--- config.mk ---
export PLATFORM = sky130hd
export DESIGN_NAME = serial_tx_driver
export DESIGN_NICKNAME = d
export VERILOG_FILES = /design/src/rtl/serial_tx_driver.sv
export SDC_FILE = /design/constraint.sdc
export NUM_CORES = 1
export LEC_CHECK = 0
export CORE_ASPECT_RATIO = 0.8
export CORE_UTILIZATION = 30
export CTS_CLUSTER_DIAMETER = 200
export DETAILED_ROUTE_END_ITERATION = 16
export PLACE_DENSITY = 0.54
export SYNTH_ARGS = -nofsm -noshare
export SYNTH_HDL_FRONTEND = slang
export SYNTH_SLANG_ARGS = --single-unit
--- constraint.sdc ---
create_clock -name clk -period 4.3 [get_ports clk]
set_input_delay 0.645 -clock clk [delete_from_list [all_inputs] [get_ports clk]]
set_output_delay 0.645 -clock clk [all_outputs]
set_load 0.01 [all_outputs]
--- src/rtl/serial_tx_driver.sv ---
// serial_tx_driver: bit-serial transmitter with a valid/ready word input.
// A frame is start(0), DATA_W data bits LSB first, optional even parity, then
// stop(1). Each bit is held for CLKS_PER_BIT clocks and the line idles high.
// Build option: define SERIAL_TX_PARITY_EN to add the even-parity bit.
module serial_tx_driver #(
  parameter int DATA_W       = 8,
  parameter int CLKS_PER_BIT = 4
) (
  input  logic              clk,
  input  logic              reset,
  input  logic [DATA_W-1:0] tx_data,
  input  logic              tx_valid,
  output logic              tx_ready,
  output logic              tx_out,
  output logic              tx_busy
);

  localparam int CNT_W = (CLKS_PER_BIT > 1) ? $clog2(CLKS_PER_BIT) : 1;
  localparam int BIT_W = (DATA_W > 1) ? $clog2(DATA_W) : 1;
  localparam logic [CNT_W-1:0] DIV_LAST = CNT_W'(CLKS_PER_BIT - 1);
  localparam logic [BIT_W-1:0] BIT_LAST = BIT_W'(DATA_W - 1);

`ifdef SERIAL_TX_PARITY_EN
  typedef enum logic [2:0] {S_IDLE, S_START, S_DATA, S_PARITY, S_STOP} state_t;
`else
  typedef enum logic [1:0] {S_IDLE, S_START, S_DATA, S_STOP} state_t;
`endif

  state_t            state, state_d;
  logic [CNT_W-1:0]  div_cnt, div_d;
  logic [BIT_W-1:0]  bit_cnt, bit_d;
  logic [DATA_W-1:0] data_q;
  logic              out_d;
  logic              div_term;

  assign div_term = (div_cnt == DIV_LAST);

  // State, counters and the line flop; reset aborts any frame in flight.
  always_ff @(posedge clk) begin
    if (reset) begin
      state   <= S_IDLE;
      div_cnt <= '0;
      bit_cnt <= '0;
      tx_out  <= 1'b1;
    end else begin
      state   <= state_d;
      div_cnt <= div_d;
      bit_cnt <= bit_d;
      tx_out  <= out_d;
    end
  end

  // Word capture on handshake only, so later tx_data changes cannot leak in.
  always_ff @(posedge clk) begin
    if (state == S_IDLE && tx_valid)
      data_q <= tx_data;
  end

  // Next state: each bit period ends on divider terminal count.
  always_comb begin
    state_d = state;
    div_d   = div_cnt;
    bit_d   = bit_cnt;
    if (state == S_IDLE) begin
      if (tx_valid) begin
        state_d = S_START;
        div_d   = '0;
        bit_d   = '0;
      end
    end else if (div_term) begin
      div_d = '0;
      case (state)
        S_START: state_d = S_DATA;
        S_DATA: begin
          if (bit_cnt == BIT_LAST) begin
            bit_d = '0;
`ifdef SERIAL_TX_PARITY_EN
            state_d = S_PARITY;
`else
            state_d = S_STOP;
`endif
          end else begin
            bit_d = bit_cnt + 1'b1;
          end
        end
`ifdef SERIAL_TX_PARITY_EN
        S_PARITY: state_d = S_STOP;
`endif
        S_STOP:  state_d = S_IDLE;
        default: state_d = S_IDLE;
      endcase
    end else begin
      div_d = div_cnt + 1'b1;
    end
  end

  // Outputs: the line value is computed for the upcoming state and registered,
  // so tx_out changes exactly on the edge that enters each bit.
  always_comb begin
    tx_ready = (state == S_IDLE);
    tx_busy  = (state != S_IDLE);
    out_d    = 1'b1;
    case (state_d)
      S_IDLE:   out_d = 1'b1;
      S_START:  out_d = 1'b0;
      S_DATA:   out_d = data_q[bit_d];
`ifdef SERIAL_TX_PARITY_EN
      S_PARITY: out_d = ^data_q;
`endif
      S_STOP:   out_d = 1'b1;
      default:  out_d = 1'b1;
    endcase
  end

endmodule
==> results.md <==
- Netlist cell types: 32
- Clock slew at reported path FFs: 0.06 ns
- Area Growth Syn to Fin: 22.2%
- Synth Cell Area: around 890 µm²
- Xor-xnor portion of the synthesized cell area: 0
- First-pass GRT wire length: roughly 2600 µm
- R2R Path End: tx_out
- Clk sink count: 16
- IO Pins: 14
- Asr flop ratio synth: 0
- CTS tree: built
- Worst skew pair latency: 0.24 ns
- Layout cells sized above 1: 0.121
- Sw frac: 0.230
- P_int: 255 µW
- Post-layout util: 0.388
- Drt via density: 4.53
- Grt ovf: 0
- Placer Congestion: around 0.7
- Hold Violations, Final: 0
- Final setup viols: 0
- DR WL/cell: between 10 and 15 µm
- Slowest CP cell: ha_1
- Final min period: roughly 2.6 ns
- Max clock buf depth: 2
- Post-CTS Setup Inserts: 0
- Cell taking the most area after synthesis: edfxtp_1
- Sequential fraction of the synthesis area: 0.452
- R2R depth: 12
- Max Cap Violations: 0
- CP Data Required Time: 3.65 ns
- Synth Warn #: 0
- WS Path Type: register to primary output
- Status: complete, no violations
- H-tree depth: 1
- Post-synthesis compound-gate area fraction: 0.164
- Post-synth EDFFs: 8
- Vias in the first global route: between 500 and 600
- Max-slew headroom: 0.565
- Worst-Margin Slew: 0.653 ns
- Die height: 50.6 µm
- Overall global routing resource usage: 0.105
- Post-cts resize count: 0
- ANT cells: 0
- Crit Path Max Fanout: 16
- Largest cells by area after synthesis: edfxtp_1, dfxtp_1, ha_1
- Mapped Nets: 95
- Flops & latches, synth: 16
- Hold path start: div_cnt[1]
- Peak Freq: 0.383 GHz
- Syn_area_per_cell: approximately 12 µm²
- Logic pwr share: 0.140
- Critical Path End Type: primary output
- Cell Chain, Critical Path: inv_1 -> ha_1 -> inv_1 -> clkdlybuf4s50_1
- Startpoint Class: register
- Worst EP arrival: 1.97 ns
- Hpwl dp: 1210 µm
- Remaining routing DRC violations: 0
- Core area: 2790 µm²
- Number of cells on the worst hold path: 2
- Largest family of logic cells by synthesized area: simple AND/OR/NAND/NOR gates
- Max incr delay on CP: ~0.59 ns
- Worst setup path startpoint: state[0]
- P_leak: 0.000432 µW
- Initial core utilization: 0.318
- Maximum vdd drop: 0.145 mV
- Flop2flop setup slack: 1.83 ns
- PortBufs: 13
- Reg2reg start: state[0]
- Num CTS Buffers: 3
- Hold path endpoint: div_cnt[1]
- RSZ-0062 raised after global routing: false
- Initial antenna violation count: 0
- Final net count: 110
- Clock group share of total power: 0.340
- Routed Antenna Nets: 0
- Largest net degree at the start of global routing: 17
- Hold crit path type: register to register
- CTS root buffer: clkbuf_8
- DR iter-0 viols: 16
- Psw: 76.2 µW
- # hold bufs at CTS: 0
- Num rows: 17
- TNS Setup: 0 ns
- Synth cell count leaders: dfxtp_1, edfxtp_1, inv_1
- Post-synth top area share: 0.271
- Final Max Slew Viols: 0
- DRT Wirelength: 1550 µm
- DIE AREA: approximately 3200 µm²
- Simple-Gate Fraction of Synth Area: 0.177
- Via count: 585
- Sequential Power Share: 0.520
- Final period util: 0.607
- Mux contribution to synthesized area: 0.0452
- First-pass DRT Iterations: 4
- Die width: 62.8 µm
- Dominant synthesized flop cell: edfxtp_1
- Fillers: 290
- Clk_skew: roughly 0.0019 ns
- Most common cell on crit path: inv_1
- P per Cell Area: 306 nW/µm²
- Syn Inst Count: 77
- Adder-Cell Fraction of Synth Area: 0.0989
metrics by stage:
| step | cells | area (µm²) | power (µW) | setup slack, ns | hold WS, ns |
|---|---|---|---|---|---|
| after detailed placement | 125 | 1040 | 222 | 1.72 | 0.488 |
| after global routing | 129 | 1080 | 348 | 1.55 | 0.540 |
| after floorplan | 77 | 886 | 203 | 2.08 | 0.467 |
| after CTS | 129 | 1080 | 336 | 1.68 | 0.499 |
| final | 129 | 1080 | 332 | 1.69 | 0.494 |
| after global placement | 125 | 1040 | 221 | 1.81 | 0.485 |
worst max-delay path, delay by kind of cell, from the launching register on:
family | cells | cell delay (ns)
buffers and inverters | 3 | 0.83
adders and majority gates | 1 | 0.59
DFF | 1 | 0.29
final cells by class:
type                    count  area [µm²]  area share
clock buffers               3        41.3      0.0382
clock inverters             1        3.75     0.00347
inverters                   8        30.0      0.0277
multi-input cells          50         429       0.397
flip-flops and latches     16         400       0.370
well taps                  38        47.5      0.0439
repair buffers             13         130       0.120
how the worst max path moves through the flow:
stage / end / slack [ns]
2_1_floorplan: tx_out / 2.08
3_3_place_gp: tx_out / 1.81
3_5_place_dp: tx_out / 1.72
4_1_cts: tx_busy / 1.68
5_1_grt: tx_out / 1.55
6_report: tx_busy / 1.69
per-layer routing:
layer,vias to the layer above,track usage,routed length (µm)
li1,306,-,-
met1,270,0.143,793
met2,9,0.165,718
met3,0,0.0205,42
met4,0,0.0349,0
met5,-,0,0
sequential cells by signal, summed over array words and instances (netlist names):
| name | cells |
|---|---|
| bit_cnt | 3 |
| data_q | 8 |
| div_cnt | 2 |
| tx_out | 1 |
| state | 2 |
power by group through the flow:
stage	sequential, µW	combinational, µW	clock (µW)
floorplan	175	27.3	0
detailed placement	175	46.9	0
global route	173	51.5	123
finish	172	46.6	113
global placement	176	45.3	0
CTS	172	47.4	116
kinds of logic after synthesis:
kind of cell	Yosys count
flops	16
mux	4
buf+inv	11
fa+ha+maj	7
simple gates	23
compound gates	16
cell usage in the layout, fill, tap and decap left out, drive strengths merged:
master and count:
nand3 1, a221oi 3, ha 7, nand3b 2, dfxtp 8, clkdlybuf4s50 13, mux2i 4, and2 3
nor3 1, nor3b 1, a211oi 1, clkbuf 3, edfxtp 8, a32oi 1, a211o 1, nand2 3
o311ai 1, nor2 6, nand4b 1, and3b 2, o21ai 2, clkinv 1, nor2b 2, a21oi 4
inv 8, nor4bb 1, o31a 1, o21bai 1, a21o 1
(Power assumes the default switching activity.)
